$ cat config.mk
export PLATFORM = sky130hd
export DESIGN_NAME = rwt_adc_capture_ctrl
export DESIGN_NICKNAME = d
export VERILOG_FILES = /design/src/rtl/rwt_adc_capture_pkg.sv /design/src/rtl/rwt_adc_trig_detect.sv /design/src/rtl/rwt_adc_capture_ctrl.sv
export SDC_FILE = /design/constraint.sdc
export NUM_CORES = 1
export LEC_CHECK = 0
export ABC_CLOCK_PERIOD_IN_PS = 3500
export BUFFER_PORTS_ARGS = -buffer_cell sky130_fd_sc_hd__clkbuf_2
export CAP_MARGIN = 5
export CORE_ASPECT_RATIO = 0.5
export CORE_MARGIN = 4
export CORE_UTILIZATION = 45
export CTS_CLUSTER_DIAMETER = 30
export DETAILED_ROUTE_END_ITERATION = 6
export HOLD_SLACK_MARGIN = 0.06
export MAX_ROUTING_LAYER = met4
export PLACE_DENSITY_LB_ADDON = 0.05
export SLEW_MARGIN = 20
export SYNTH_ARGS = -nofsm -noshare
export SYNTH_HDL_FRONTEND = slang
export SYNTH_HIERARCHICAL = 1
export SYNTH_SLANG_ARGS = --single-unit
$ cat constraint.sdc
create_clock -name clk -period 3.5 [get_ports clk]
set_input_delay 0.35 -clock clk [delete_from_list [all_inputs] [get_ports clk]]
set_output_delay 0.35 -clock clk [all_outputs]
set_load 0.05 [all_outputs]
$ cat src/rtl/rwt_adc_capture_pkg.sv
// Shared types and helpers for the ADC capture sequencer.
// Latency: n/a (types, constants and a pure function only).
// Backpressure: n/a.
package rwt_adc_capture_pkg;

  typedef enum logic [1:0] {
    IDLE    = 2'd0,
    ARMED   = 2'd1,
    CAPTURE = 2'd2,
    FLUSH   = 2'd3
  } state_t;

  localparam logic TRIG_IMMEDIATE = 1'b0;
  localparam logic TRIG_EXTERNAL  = 1'b1;

  // Widest lane the masking helper handles; lanes are zero-extended into it.
  localparam int LANE_MAX_W = 64;

  // Pass a lane through when it is both enabled by the ADC and selected by software.
  function automatic logic [LANE_MAX_W-1:0] mask_lane(
    input logic [LANE_MAX_W-1:0] lane,
    input logic                  keep
  );
    return keep ? lane : '0;
  endfunction

endpackage

$ cat src/rtl/rwt_adc_trig_detect.sv
// External trigger synchroniser with rising-edge pulse output.
// Latency: SYNC_STAGES cycles from trig_in rise to a 1-cycle trig_rise pulse.
// Backpressure: none; edges arriving when nobody listens are simply lost.
module rwt_adc_trig_detect #(
  parameter int SYNC_STAGES = 2
) (
  input  logic clk,
  input  logic rstn,
  input  logic trig_in,
  output logic trig_rise
);

  logic [SYNC_STAGES-1:0] sync_q;
  logic                   prev_q;

  // Metastability chain plus one history flop for edge detection.
  always_ff @(posedge clk or negedge rstn) begin
    if (!rstn) begin
      sync_q <= '0;
      prev_q <= 1'b0;
    end else begin
      sync_q <= {sync_q[SYNC_STAGES-2:0], trig_in};
      prev_q <= sync_q[SYNC_STAGES-1];
    end
  end

  assign trig_rise = sync_q[SYNC_STAGES-1] & ~prev_q;

endmodule

$ cat src/rtl/rwt_adc_capture_ctrl.sv
// ADC capture sequencer: arm, trigger, capture N masked beats, emit AXI-Stream packet.
// Latency: 1 cycle from a qualified adc_valid[0] beat to m_axis_tvalid.
// Backpressure: single output register; beats arriving while it is full and tready=0 are dropped and flagged.
module rwt_adc_capture_ctrl
  import rwt_adc_capture_pkg::*;
#(
  parameter int NUM_CHANNELS     = 4,
  parameter int SAMPLE_WIDTH     = 16,
  parameter int COUNT_WIDTH      = 32,
  parameter int TRIG_SYNC_STAGES = 2
) (
  input  logic                                 clk,
  input  logic                                 rstn,
  input  logic                                 cfg_start,
  input  logic                                 cfg_stop,
  input  logic [COUNT_WIDTH-1:0]               cfg_length,
  input  logic [NUM_CHANNELS-1:0]              cfg_chan_mask,
  input  logic                                 cfg_cyclic,
  input  logic                                 cfg_trig_src,
  input  logic                                 trig_in,
  input  logic [NUM_CHANNELS*SAMPLE_WIDTH-1:0] adc_data,
  input  logic [NUM_CHANNELS-1:0]              adc_enable,
  input  logic [NUM_CHANNELS-1:0]              adc_valid,
  output logic [NUM_CHANNELS*SAMPLE_WIDTH-1:0] m_axis_tdata,
  output logic                                 m_axis_tvalid,
  input  logic                                 m_axis_tready,
  output logic                                 m_axis_tlast,
  output logic                                 status_busy,
  output logic                                 status_done,
  output logic                                 status_overflow,
  output logic [COUNT_WIDTH-1:0]               sample_count
);

  localparam int DW = NUM_CHANNELS * SAMPLE_WIDTH;

  state_t state_q, state_nxt;

  logic [COUNT_WIDTH-1:0]  len_q;
  logic [NUM_CHANNELS-1:0] mask_q;
  logic                    cyclic_q;
  logic                    trig_src_q;
  logic                    stop_seen_q;

  logic                    trig_rise;
  logic                    start_acc;
  logic                    beat;
  logic                    last_beat;
  logic                    load;
  logic                    drop;
  logic                    hs;
  logic                    flush_done;
  logic                    enter_capture;
  logic [COUNT_WIDTH-1:0]  count_inc;
  logic [DW-1:0]           masked;

  // Only lane 0's strobe qualifies a beat; the other strobes are redundant copies.
  logic unused_valid;
  assign unused_valid = ^adc_valid[NUM_CHANNELS-1:1];

  rwt_adc_trig_detect #(
    .SYNC_STAGES(TRIG_SYNC_STAGES)
  ) u_trig (
    .clk      (clk),
    .rstn     (rstn),
    .trig_in  (trig_in),
    .trig_rise(trig_rise)
  );

  // A stop in the same cycle as a start wins, so the start is not accepted.
  assign start_acc  = (state_q == IDLE) & cfg_start & ~cfg_stop;
  assign beat       = (state_q == CAPTURE) & adc_valid[0];
  assign count_inc  = (&sample_count) ? sample_count : sample_count + COUNT_WIDTH'(1);
  // Length-terminated packet, or the first beat after a stop in continuous/any mode.
  assign last_beat  = beat & (((len_q != '0) & (count_inc == len_q)) | stop_seen_q);
  assign hs         = m_axis_tvalid & m_axis_tready;
  assign load       = beat & (~m_axis_tvalid | m_axis_tready);
  assign drop       = beat & m_axis_tvalid & ~m_axis_tready;
  assign flush_done = (state_q == FLUSH) & hs & m_axis_tlast;
  assign enter_capture = (state_q == ARMED) & (state_nxt == CAPTURE);
  assign status_busy   = (state_q != IDLE);

  // Zero lanes that the ADC has disabled or software has masked off.
  always_comb begin
    masked = '0;
    for (int i = 0; i < NUM_CHANNELS; i++) begin
      masked[SAMPLE_WIDTH*i +: SAMPLE_WIDTH] = SAMPLE_WIDTH'(mask_lane(
        LANE_MAX_W'(adc_data[SAMPLE_WIDTH*i +: SAMPLE_WIDTH]),
        adc_enable[i] & mask_q[i]));
    end
  end

  // State register.
  always_ff @(posedge clk or negedge rstn) begin
    if (!rstn) state_q <= IDLE;
    else       state_q <= state_nxt;
  end

  // Next-state logic.
  always_comb begin
    state_nxt = state_q;
    unique case (state_q)
      IDLE: begin
        if (start_acc) state_nxt = ARMED;
      end
      ARMED: begin
        if (cfg_stop)                                           state_nxt = IDLE;
        else if ((trig_src_q == TRIG_IMMEDIATE) || trig_rise)   state_nxt = CAPTURE;
      end
      CAPTURE: begin
        if (last_beat) state_nxt = FLUSH;
      end
      FLUSH: begin
        if (flush_done) begin
          state_nxt = (cyclic_q & ~stop_seen_q & ~cfg_stop) ? ARMED : IDLE;
        end
      end
      default: state_nxt = IDLE;
    endcase
  end

  // Configuration snapshot taken on an accepted start.
  always_ff @(posedge clk or negedge rstn) begin
    if (!rstn) begin
      len_q      <= '0;
      mask_q     <= '0;
      cyclic_q   <= 1'b0;
      trig_src_q <= TRIG_IMMEDIATE;
    end else if (start_acc) begin
      len_q      <= cfg_length;
      mask_q     <= cfg_chan_mask;
      cyclic_q   <= cfg_cyclic;
      trig_src_q <= cfg_trig_src;
    end
  end

  // Remember a stop seen mid-packet: it ends the packet and suppresses cyclic re-arm.
  always_ff @(posedge clk or negedge rstn) begin
    if (!rstn) begin
      stop_seen_q <= 1'b0;
    end else if (start_acc || state_q == ARMED) begin
      stop_seen_q <= 1'b0;
    end else if (cfg_stop && (state_q == CAPTURE || state_q == FLUSH)) begin
      stop_seen_q <= 1'b1;
    end
  end

  // Beat counter: cleared on entry to capture, saturating, counts dropped beats too.
  always_ff @(posedge clk or negedge rstn) begin
    if (!rstn)              sample_count <= '0;
    else if (enter_capture) sample_count <= '0;
    else if (beat)          sample_count <= count_inc;
  end

  // Sticky overflow, cleared only by the next accepted start.
  always_ff @(posedge clk or negedge rstn) begin
    if (!rstn)          status_overflow <= 1'b0;
    else if (start_acc) status_overflow <= 1'b0;
    else if (drop)      status_overflow <= 1'b1;
  end

  // Output register: reload in the handshake cycle; a dropped last beat tags the held one.
  always_ff @(posedge clk or negedge rstn) begin
    if (!rstn) begin
      m_axis_tdata  <= '0;
      m_axis_tvalid <= 1'b0;
      m_axis_tlast  <= 1'b0;
    end else if (load) begin
      m_axis_tdata  <= masked;
      m_axis_tvalid <= 1'b1;
      m_axis_tlast  <= last_beat;
    end else begin
      if (hs) begin
        m_axis_tvalid <= 1'b0;
        m_axis_tlast  <= 1'b0;
      end
      if (drop && last_beat) m_axis_tlast <= 1'b1;
    end
  end

  // Done pulses the cycle after the tlast beat leaves.
  always_ff @(posedge clk or negedge rstn) begin
    if (!rstn) status_done <= 1'b0;
    else       status_done <= flush_done;
  end

endmodule

; ---- After elaboration in Yosys (flattened, before gate mapping)
; Index checks and enable logic that the tools add are counted.
[totals]
out_inout_bits = 101
ramBits = 0
latchBits = 0
memories = 0
regBits = 144
romBits = 0
input_bits = 116
word_cells = 83
[op_classes]
add_sub_neg = 1
reduce_logical = 14
mul = 0
div = 0
bitwise = 27
n_lt_le_gt_ge = 0
eq_ne = 5
shifts = 0
mux = 22
[op_table]
columns = op, n
row1 = 32-bit two-way mux, 3
row2 = 16-bit two-way mux, 4
row3 = "32-bit by 1-bit adder with 32-bit output, second input constant", 1
row4 = 32-bit == test, 1
row5 = 32-bit AND reduction, 1
row6 = 32-bit nonzero test, 1
row7 = 1-bit AND, 19
row8 = 2-bit two-way mux, 5
row9 = 2-bit nonzero test, 5
row10 = 1-bit two-way mux, 9
row11 = 2-bit one-hot mux with 4 select lines, 1
row12 = "2-bit == test, second input constant", 3
row13 = 1-bit NOT, 6
row14 = 1-bit logical OR, 3
row15 = 3-bit nonzero test, 1
row16 = "2-bit by 1-bit == test with 1-bit output, second input constant", 1
row17 = 1-bit logical AND, 2
row18 = 2-bit zero test, 1
row19 = 1-bit bitwise OR, 2

; ---- Logic depth before layout (Yosys ltp)
; Gate-level depths: netlist of run 1.
[depth]
word_depth = 11
ltp_mapped = 10
depth_no_buf = 9

; ---- Cells and area by module
; Netlist of run 1, hierarchy kept.
[by_module_without_submodules]
columns = mod, area_per_inst_um2, cells_per_inst, seq_area_each_um2, n_inst
row1 = rwt_adc_capture_ctrl, 7385.8, 805, 3528.4, 1
row2 = rwt_adc_trig_detect, 88.8, 4, 75.1, 1

; ---- Worst setup path after synthesis of run 1
; No wires, ideal clock.
[synth_path]
path_type = register -> register
from = reg sample_count[0]
to = reg state_q[0]
setup_time_ns = 0.070
synth_period_minus_slack_ns = 2.932
arrival_time_ns = 2.862
path_slack_ns = 0.568
path_buffers = 0
t_required_ns = 3.430
path_stages_with_launch = 10
path_cell_list = dfrtp_1 ha_1 nand4_4 or4_4 o31ai_4 mux2i_1 a311o_1 nor4_2 nand4_1 nand3_1
[synth_via]
elab_chain_len = 8
elab_cells_between_ends = 9
cone_classes = add/sub: 1 / eq/ne: 1 / mux: 3 / bitwise: 3 / reduce/logical: 1
[synth_lines]
columns = element, line
row1 = start: declaration, rwt_adc_capture_ctrl.sv:31  ; output logic [COUNT_WIDTH-1:0] sample_count
row2 = start signal: assignment, rwt_adc_capture_ctrl.sv:151  ; else if (beat) sample_count <= count_inc;
row3 = 32-bit by 1-bit adder with 32-bit output / 32-bit AND reduction (equally long branches), rwt_adc_capture_ctrl.sv:72  ; assign count_inc = (&sample_count) ? sample_count : sample_count + COUNT_WIDTH'(1);
row4 = 32-bit two-way mux *, rwt_adc_capture_ctrl.sv:72
row5 = 32-bit == test *, rwt_adc_capture_ctrl.sv:74  ; assign last_beat = beat & (((len_q != '0) & (count_inc == len_q)) | stop_seen_q);
row6 = 1-bit AND *, rwt_adc_capture_ctrl.sv:74
row7 = 1-bit bitwise OR *, rwt_adc_capture_ctrl.sv:74
row8 = 1-bit AND *, rwt_adc_capture_ctrl.sv:74
row9 = 2-bit two-way mux *, rwt_adc_capture_ctrl.sv:110  ; if (last_beat) state_nxt = FLUSH;
row10 = 2-bit one-hot mux with 4 select lines *, rwt_adc_capture_ctrl.sv:101  ; unique case (state_q)
row11 = net state_nxt[0], rwt_adc_capture_ctrl.sv:36  ; state_t state_q, state_nxt;
row12 = end signal: assignment, rwt_adc_capture_ctrl.sv:95  ; else state_q <= state_nxt;
row13 = end: declaration, rwt_adc_capture_ctrl.sv:36
; Mark *: on every way through the listed nets, which the timed path passes. The rest lies on a longest branch.
; A chain may end at the register's enable or synchronous reset.

; ---- Worst setup path after layout of run 1
[layout_path]
from = reg sample_count[3]
to = reg m_axis_tlast
[layout_via]
elab_chain_len = 9
elab_cells_between_ends = 11
cone_classes = add/sub: 1 / eq/ne: 1 / mux: 3 / bitwise: 3 / reduce/logical: 3
[layout_lines]
columns = element, line
row1 = 32-bit by 1-bit adder with 32-bit output / 32-bit AND reduction (equally long branches), rwt_adc_capture_ctrl.sv:72
row2 = 32-bit two-way mux *, rwt_adc_capture_ctrl.sv:72
row3 = 32-bit == test *, rwt_adc_capture_ctrl.sv:74
row4 = 1-bit AND *, rwt_adc_capture_ctrl.sv:74
row5 = 1-bit bitwise OR *, rwt_adc_capture_ctrl.sv:74
row6 = 1-bit AND *, rwt_adc_capture_ctrl.sv:74
row7 = 1-bit logical AND, rwt_adc_capture_ctrl.sv:176  ; if (drop && last_beat) m_axis_tlast <= 1'b1;
row8 = 1-bit two-way mux, rwt_adc_capture_ctrl.sv:176
row9 = 1-bit two-way mux, rwt_adc_capture_ctrl.sv:167  ; end else if (load) begin
row10 = end signal: assignment, rwt_adc_capture_ctrl.sv:170  ; m_axis_tlast <= last_beat;
row11 = end: declaration, rwt_adc_capture_ctrl.sv:27  ; output logic m_axis_tlast,
; Every way passes the cells marked *; elsewhere a longest branch is shown, timed or not.

==> run summary, run 1 <==
Status: finished, final reports clean
MaxCap Viol Count: 0
Peak Freq: 339 MHz
Average size of a mapped cell: 9.24 um^2
Worst Path Required: 3840 ps
Register bit count reported by yosys: 144
Sequential share of power: 34.5%
# DRC: 0
Met2 wire length: 10,600 um
Initial DRC count: 520
Tmin final: 2950 ps
Most frequent cells in the layout: clkbuf_2, nand2_1, dfrtp_1
Routed met3 length: 1850 um
Final Slew Violations: 0
Clk buf depth: 2
Initial Util: 47.3%
I/O Pins: 217
Layout Utilization: 59.8%
Die Wd: 190 um
DIE HEIGHT: 99.1 um
Sink Count: 144
Routed via count: 6,838
Number of fill cells: 1,455
All-Layer GR Usage: 25.5%
Final setup TNS: 0 ps
EDFF count, synth: 0
Root Buffer: clkbuf_16
Full die area: 18,900 um^2
First-pass GRT wire length: 36,500 um
H-Tree Depth: 4
Sequential-to-total area share from yosys stat: 48.2%
CTS Buf Count: 17
Placed cell area: 8860 um^2
Clock transition at the registers of the reported paths: 70 ps
Power Density: 874 nW/um^2
Final setup vio count: 0
Layout cell share with drive strength beyond 1: 32.0%
M1 WL: 10,400 um
Area grow syn2layout: 26.6%
Top delay family on crit path: simple AND/OR/NAND/NOR gates
Logic gate share of total power: 43.7%
Hold WC Path Type: primary input to flop
Unrepaired setup endpoints after global routing: no
Skew-Pair Late Insertion Delay: 420 ps
Largest net degree at the start of global routing: 81
Internal power: 4.31 mW
Crit-path cells: nand4_2, or4_1, buf_4, a31oi_4, o21ai_0, a2111oi_0, nand4_1, nand3_1
Multi-input gate area: 3660 um^2
Switch share: 47.9%
PortBufs: 213
Asr flop ratio synth: 100%
Post-CTS Setup Bufs: 0
GRT overflow: 0
Main flop type after synthesis: dfrtp_1
CP Max Fanout: 9
Switch Pwr: 3.96 mW
Startpoint types: flop
Vias in the first global route: 6,655
Max Used Layer: met4
Clock Skew: 14.0 ps
CP endpoint kind: flop
R2R setup slack: 550 ps
DR pass1 iterations: 4
Setup slack after layout: 548 ps
Slew margin rel.: 49.0%
CP bufs+invs: 1
Post-route antenna net violation count: 0
Placer congestion estimate: 0.928
Cell variety after synth: 63
Placed cells: 1,226
Leakage power: 4.68 nW
Tightest Pin Transition: 765 ps
Cell area after synthesis: 7470 um^2
FF+latch area: 3600 um^2
Final #Nets: 1,143
Maximum vdd drop: 522 uV
Dpl hpwl: 17,500 um
Commonest non-fill, non-tap cell in the layout: clkbuf_2
Critical Path AT: 3290 ps
CTS tree: built
Synth Instances: 809
Syn Nets: 926
Crit-path slowest cell: or4_1
Final Hold Fails: 0
DP Worst Slack: 578 ps
Final instance area: 9460 um^2
Crit path kind: flop to flop
Post-route non-filler standard cell count: 1,260
Vias per cell: 5.43
Initial antenna violation count: 1
CP peak stage delay: 640 ps
Row cnt: 32
Routed length per instance: 18.4 um
Routed WL: 23,200 um
Final period util: 84.3%
Synth warn: 6
Clk pwr share: 21.9%
CORE AREA: 15,800 um^2
## flip-flops by register name (all words and copies together), names as in the netlist
signal	cells
cyclic_q	1
len_q	32
m_axis_tdata	64
m_axis_tlast	1
m_axis_tvalid	1
mask_q	4
sample_count	32
state_q	2
status_done	1
status_overflow	1
stop_seen_q	1
trig_src_q	1
u_trig/prev_q	1
u_trig/sync_q	2
## worst reg2reg max path: cells and delay by family (launching register included)
kind                   cells  cell delay [ps]
and+or+nand+nor            4             1270
AOI/OAI and AO/OA          3              860
DFF                        1              550
buffers and inverters      1              210
## logic make-up after synthesis
family          share of synthesized area [%]
simple gates                             28.2
flops                                    48.2
compound gates                           8.14
xor+xnor                                 6.33
buf+inv                                  3.01
mux                                      5.96
fa+ha+maj                               0.167
## layout make-up
cell class / count / area share (%)
Clock inverter: 14 / 1.59
Clock buffer: 17 / 4.50
Tap cell: 221 / 2.92
Inverter: 7 / 0.278
Sequential cell: 144 / 38.1
Timing Repair Buffer: 245 / 13.9
Multi-Input combinational cell: 611 / 38.7
Antenna cell: 1 / 0.0264
## timing repair
item	CTS	global route
setup endpoints to repair	0	0
hold buffers	2	0
endpoints found under the hold margin	78	0
gates resized for setup	0	0
## power groups by stage
stage	registers, mW	clock network [mW]	logic (mW)
global route	2.94	1.91	3.87
floorplan	4.03	0	1.37
finish	2.85	1.81	3.61
global placement	2.85	0	3.61
CTS	2.85	1.84	3.64
detailed placement	2.86	0	3.64
## synthesized netlist by cell type, types with 6 or more instances
cell type	instances	area share [%]
a21oi_1	24	1.6
and2_1	6	0.50
and3_1	9	0.75
buf_2	9	0.60
clkbuf_1	35	1.8
dfrtp_1	144	48
inv_1	7	0.35
mux2_2	36	5.4
nand2_1	173	8.7
nand2b_1	8	0.67
nand3_1	78	5.2
nand4_1	16	1.3
nor2_1	58	2.9
nor2b_1	8	0.67
nor3_1	8	0.54
nor4_1	16	1.3
o21ai_0	23	1.5
or3_1	13	1.1
xnor2_1	35	4.1
xor2_1	19	2.2
## path summary, 6_finish.rpt
| path | from | to | cells after the start |
|---|---|---|---|
| worst min register to register | u_trig/sync_q[0]$_DFF_PN0_ | u_trig/sync_q[1]$_DFF_PN0_ | 0 |
| worst max-delay path | sample_count[3]$_DFFE_PN0P_ | m_axis_tlast$_DFFE_PN0P_ | 8 |
| max in group asynchronous | rstn | len_q[30]$_DFFE_PN0P_ | 3 |
| worst min-delay path | adc_data[29] | m_axis_tdata[29]$_DFFE_PN0P_ | 3 |
| min in group asynchronous | rstn | len_q[10]$_DFFE_PN0P_ | 2 |
| worst max register to register | sample_count[3]$_DFFE_PN0P_ | m_axis_tlast$_DFFE_PN0P_ | 8 |
## routing by layer
layer  vias to the layer above  global-route usage [%]
met5                         -                       -
met4                         0                    6.34
met3                        27                    7.61
met2                       212                    38.7
met1                      3339                    33.8
li1                       3260                       -
## stage by stage
stage          power (mW)  hold WS (ps)
4_1_cts              8.33           124
3_5_place_dp         6.50           341
2_1_floorplan        5.40          54.4
6_report             8.27           133
5_1_grt              8.72           125
3_3_place_gp         6.46           334
Note: power is estimated with default switching activity, not from simulation.
==> run 2: changes to the inputs <==
- ABC_CLOCK_PERIOD_IN_PS: 3500 -> 2500
- clock period: 3.5 -> 2.5 ns (I/O delays scaled with it)
==> run 2 against run 1 <==
Compared with the run above:
- the run now ends with setup timing left
- hold slack got worse by 64 ps
- sequential power is 39% higher
- die area is the same
- core utilization grew 12 points
- critical path type unchanged
- fmax up 13%
- non-clock buffer count grew 177
==> run summary, run 2 (synthesis results as in run 1) <==
Status: finished with violations
Failing checks: setup timing
Power Density: 1080 nW/um^2
Top Registers: m_axis_tdata: 64 flops, len_q: 32 flops, sample_count: 32 flops
Placed cell area: 9590 um^2
Unrepaired setup endpoints after global routing: yes
DR pass1 iterations: 5
Layout cell share with drive strength beyond 1: 39.1%
Clock transition at the registers of the reported paths: 70 ps
Logic gate share of total power: 46.8%
Largest net degree at the start of global routing: 65
Final period util: 104%
Commonest non-fill, non-tap cell in the layout: clkbuf_2
Initial DRC count: 659
Crit-path cells: nand4_4, or4_4, a31o_4, buf_8, nor4_4, o211ai_1, nor4_2, nand4_1, buf_4, nand3_1
Peak Freq: 384 MHz
CORE AREA: 15,800 um^2
Crit path kind: flop to flop
Vias per cell: 5.34
# DRC: 0
CP Max Fanout: 7
Multi-input gate area: 3820 um^2
Ant. Diodes: 0
Hold Crit Start: cfg_length[1]
Clk buf depth: 2
Critical Path AT: 2960 ps
Internal power: 6.54 mW
Skew-Pair Late Insertion Delay: 430 ps
CP peak stage delay: 580 ps
Root Buffer: clkbuf_16
Hold depth: 3
Top delay family on crit path: simple AND/OR/NAND/NOR gates
Smallest hold slack: 68.4 ps
PortBufs: 213
Final instance area: 11,300 um^2
R2r endpoint: m_axis_tlast$_DFFE_PN0P_
Routed WL: 27,000 um
Initial Util: 47.3%
MaxCap Viol Count: 0
Sequential share of power: 32.3%
Post-route antenna net violation count: 0
CTS tree: built
H-Tree Depth: 4
Final Slew Violations: 0
WHS Endpoint: len_q[1]$_DFFE_PN0P_
Vias in the first global route: 7,818
Area grow syn2layout: 51.4%
Final setup TNS: -201 ps
GRT overflow: 0
Switch Pwr: 5.74 mW
Most frequent cells in the layout: clkbuf_2, nand2_1, dfrtp_1
Dpl hpwl: 19,200 um
Leakage power: 5.50 nW
DP Worst Slack: -223 ps
Tmin final: 2610 ps
I/O Pins: 217
Number of fill cells: 1,172
Final Hold Fails: 0
Setup slack after layout: -107 ps
Switch share: 46.7%
CP bufs+invs: 2
Startpoint types: flop
DIE HEIGHT: 99.1 um
RR Startpoint: sample_count[1]$_DFFE_PN0P_
Final setup vio count: 2
Top reg by flops: m_axis_tdata
FF+latch area: 3650 um^2
Final #Nets: 1,320
R2r worst-path depth: 10
Die Wd: 190 um
CTS Buf Count: 17
Clock Skew: 13.7 ps
Tightest Pin Transition: 668 ps
Maximum vdd drop: 809 uV
Row cnt: 32
Crit-path slowest cell: or4_4
Placer congestion estimate: 0.954
Initial antenna violation count: 0
Sink Count: 144
R2R setup slack: -110 ps
Routed via count: 7,671
All-Layer GR Usage: 30.1%
First-pass GRT wire length: 43,000 um
Routed length per instance: 18.8 um
Hold WC Path Type: primary input to flop
Worst Path Required: 2850 ps
Full die area: 18,900 um^2
Number of flip-flops in the largest register: 64
Clk pwr share: 20.9%
Slew margin rel.: 55.5%
CP endpoint kind: flop
==> run 2: worst register-to-register path, stage by stage, from the launching register on <==
cell and delay [ps]:
dfrtp_4 450, nand4_4 120, or4_4 580, a31o_4 240
buf_8 130, nor4_4 310, o211ai_1 160, nor4_2 170
nand4_1 130, buf_4 170, nand3_1 70
==> run 2: how the worst max path moves through the flow <==
| stage | cells past startpoint | slack (ps) | to | startpoint |
|---|---|---|---|---|
| after floorplan | 9 | 7 | state_q[0]$_DFF_PN0_ | sample_count[22]$_DFFE_PN0P_ |
| after global placement | 10 | -180 | m_axis_tlast$_DFFE_PN0P_ | sample_count[1]$_DFFE_PN0P_ |
| after detailed placement | 10 | -220 | state_q[0]$_DFF_PN0_ | sample_count[1]$_DFFE_PN0P_ |
| after CTS | 10 | -80 | m_axis_tlast$_DFFE_PN0P_ | sample_count[0]$_DFFE_PN0P_ |
| after global routing | 10 | -230 | m_axis_tlast$_DFFE_PN0P_ | sample_count[1]$_DFFE_PN0P_ |
| final | 10 | -110 | m_axis_tlast$_DFFE_PN0P_ | sample_count[1]$_DFFE_PN0P_ |
==> run 2: cell type report <==
cell class	count	share of cell area, %
tap	221	2.44
multi-input combinational	611	33.7
timing repair buffer	422	26.3
clock inverter	11	1.13
inverter	7	0.232
sequential	144	32.2
clock buffer	21	3.98
==> run 2: per-layer routing <==
metal / GRT usage (%) / vias to the layer above / routed length, um
met3: 7.08 / 46 / 2120
li1: - / 3608 / -
met1: 40.6 / 3697 / 11900
met4: 9.60 / 0 / 618
met2: 45.7 / 320 / 12400
met5: - / - / 0
==> run 2: timing repair <==
action,in CTS,in global routing
pin swaps,4,23
gates resized for setup,13,25
hold buffers,91,0
hold endpoints to repair,140,0
cloned,0,0
setup buffers,2,6
endpoints found under the setup margin,3,13
==> run 2: through the flow <==
| stage | total power [mW] | util (%) | std cells |
|---|---|---|---|
| after floorplan | 7.60 | - | 809 |
| after global placement | 9.37 | 60.6 | 1307 |
| after detailed placement | 9.45 | 60.6 | 1307 |
| after CTS | 12.2 | 70.5 | 1432 |
| after global routing | 12.9 | 71.5 | 1437 |
| final | 12.3 | 71.5 | 1437 |
==> run 2: power groups by stage <==
| stage | Clock, mW | Combinational [mW] | Sequential, mW |
|---|---|---|---|
| 6_report | 2.56 | 5.74 | 3.97 |
| 5_1_grt | 2.70 | 6.14 | 4.06 |
| 4_1_cts | 2.60 | 5.68 | 3.92 |
| 3_5_place_dp | 0 | 5.51 | 3.94 |
| 3_3_place_gp | 0 | 5.45 | 3.92 |
| 2_1_floorplan | 0 | 1.94 | 5.66 |
==> run 3: changes to the inputs <==
- REMOVE_ABC_BUFFERS: unset -> 1
==> run 3 against run 2 <==
Compared with the run above:
- routed wire length is 0.28% higher
- the run still ends with setup timing left
- clock skew hardly changed
- power grew 1.5%
- combinational power increased by 2%
- sequential power is 3% lower
- final cell count grew 1.2%
- critical path type unchanged
- non-clock buffer count up 17
==> run summary, run 3 (synthesis results as in run 1) <==
Status: finished with violations
Failing checks: setup timing
Top reg by flops: m_axis_tdata
Startpoint types: flop
DIE HEIGHT: 99.1 um
Final setup vio count: 2
CTS tree: built
Vias in the first global route: 7,920
Final #Nets: 1,337
Initial Util: 47.3%
GRT overflow: 0
Maximum vdd drop: 771 uV
Dpl hpwl: 18,800 um
Skew-Pair Late Insertion Delay: 420 ps
Commonest non-fill, non-tap cell in the layout: clkbuf_2
Switch Pwr: 5.75 mW
Critical Path AT: 2960 ps
CORE AREA: 15,800 um^2
Internal power: 6.72 mW
I/O Pins: 217
First-pass GRT wire length: 43,000 um
All-Layer GR Usage: 29.7%
PortBufs: 213
Final Hold Fails: 0
Initial antenna violation count: 0
Routed length per instance: 18.6 um
Root Buffer: clkbuf_16
Number of flip-flops in the largest register: 64
Clk buf depth: 2
Worst Path Required: 2860 ps
Routed via count: 7,821
Initial DRC count: 637
CP endpoint kind: flop
Vias per cell: 5.38
Full die area: 18,900 um^2
Hold WC Path Type: primary input to flop
Area grow syn2layout: 52.7%
Die Wd: 190 um
Logic gate share of total power: 47.0%
Power Density: 1090 nW/um^2
Largest net degree at the start of global routing: 74
DR pass1 iterations: 5
Layout cell share with drive strength beyond 1: 37.1%
Tmin final: 2600 ps
Placer congestion estimate: 0.957
Number of fill cells: 1,210
Clock Skew: 13.2 ps
Most frequent cells in the layout: clkbuf_2, nand2_1, dfrtp_1
Switch share: 46.1%
Critical Path Start: sample_count[0]$_DFFE_PN0P_
CTS Buf Count: 17
H-Tree Depth: 4
Sequential share of power: 30.9%
Top Registers: m_axis_tdata: 64 flops, len_q: 32 flops, sample_count: 32 flops
DP Worst Slack: -213 ps
Clk pwr share: 22.0%
Leakage power: 5.65 nW
# DRC: 0
Slew margin rel.: 51.6%
RR Startpoint: sample_count[0]$_DFFE_PN0P_
MaxCap Viol Count: 0
Sink Count: 144
Tightest Pin Transition: 727 ps
Ant. Diodes: 0
Hold Crit Start: cfg_length[23]
Row cnt: 32
Crit path kind: flop to flop
CP Max Fanout: 4
Smallest hold slack: 72.7 ps
Final period util: 104%
Final Slew Violations: 0
Post-route antenna net violation count: 0
Clock transition at the registers of the reported paths: 70 ps
Routed WL: 27,100 um
Unrepaired setup endpoints after global routing: yes
Setup slack after layout: -102 ps
Peak Freq: 384 MHz
## run 3: cell types whose count changed in the layout (fill, tap and decap cells not counted), moves of 3 or more
cell,change
clkinv_4,+3
buf_4,+15
nand2_1,+3
nor3_1,+3
dfrtp_1,+25
nor3_2,-3
dlygate4sd3_1,+6
dfrtp_2,-23
clkinvlp_4,-3
## run 3: through the flow
| stage | instances | setup TNS (ps) | utilization [%] | instance area (um^2) | power, mW |
|---|---|---|---|---|---|
| after floorplan | 762 | -127140 | - | 7280 | 7.49 |
| after global placement | 1316 | -255 | 60.6 | 9590 | 9.29 |
| after detailed placement | 1316 | -474 | 60.6 | 9590 | 9.37 |
| after CTS | 1450 | -57.3 | 71.4 | 11300 | 12.3 |
| after global routing | 1454 | -429 | 72.2 | 11400 | 13.1 |
| final | 1454 | -187 | 72.2 | 11400 | 12.5 |
## run 3: area by class of cell
type	count	area (um^2)	area share [%]
multi-input combinational	611	3810	33.4
sequential	144	3610	31.6
timing repair buffer	439	3070	26.9
clock buffer	20	437	3.83
tap	221	277	2.42
clock inverter	12	183	1.60
inverter	7	26.3	0.230
## run 3: final timing paths
check	to	slack [ps]	cells past startpoint
setup / recovery	m_axis_tlast$_DFFE_PN0P_	-100	10
hold / removal	len_q[23]$_DFFE_PN0P_	70	2
setup reg to reg	m_axis_tlast$_DFFE_PN0P_	-100	10
hold reg to reg	u_trig/sync_q[1]$_DFF_PN0_	350	0
max in group asynchronous	sample_count[7]$_DFFE_PN0P_	1340	3
min in group asynchronous	len_q[0]$_DFFE_PN0P_	410	2
## run 3: critical path, stage by stage, from the launching register on
cell	delay [ps]
dfrtp_2	440
ha_4	190
buf_4	140
xnor2_2	120
nor2_1	50
or4_1	490
nor4_2	290
nand4b_1	160
nor4_2	260
nand4_1	240
nand3_1	150
## run 3: power by group through the flow
| stage | Sequential [mW] | Clock (mW) | Combinational [mW] |
|---|---|---|---|
| after detailed placement | 3.84 | 0 | 5.53 |
| final | 3.86 | 2.74 | 5.86 |
| after global routing | 3.97 | 2.89 | 6.23 |
| after global placement | 3.81 | 0 | 5.48 |
| after floorplan | 5.68 | 0 | 1.81 |
| after CTS | 3.83 | 2.78 | 5.72 |
## run 3: timing repair
action | in CTS | in global routing
endpoints found under the hold margin | 167 | 0
hold buffers | 97 | 0
endpoints found under the setup margin | 6 | 5
gates cloned | 0 | 0
pin swaps | 10 | 13
buffers inserted | 5 | 4
resized for setup | 23 | 18
## run 3: layer usage
layer | share of wire, % | track usage (%) | vias up
met4 | 1.7 | 6.23 | 0
met5 | 0 | - | -
met2 | 48 | 48.1 | 305
met1 | 43 | 39.1 | 3837
li1 | - | - | 3636
met3 | 7.7 | 6.21 | 43
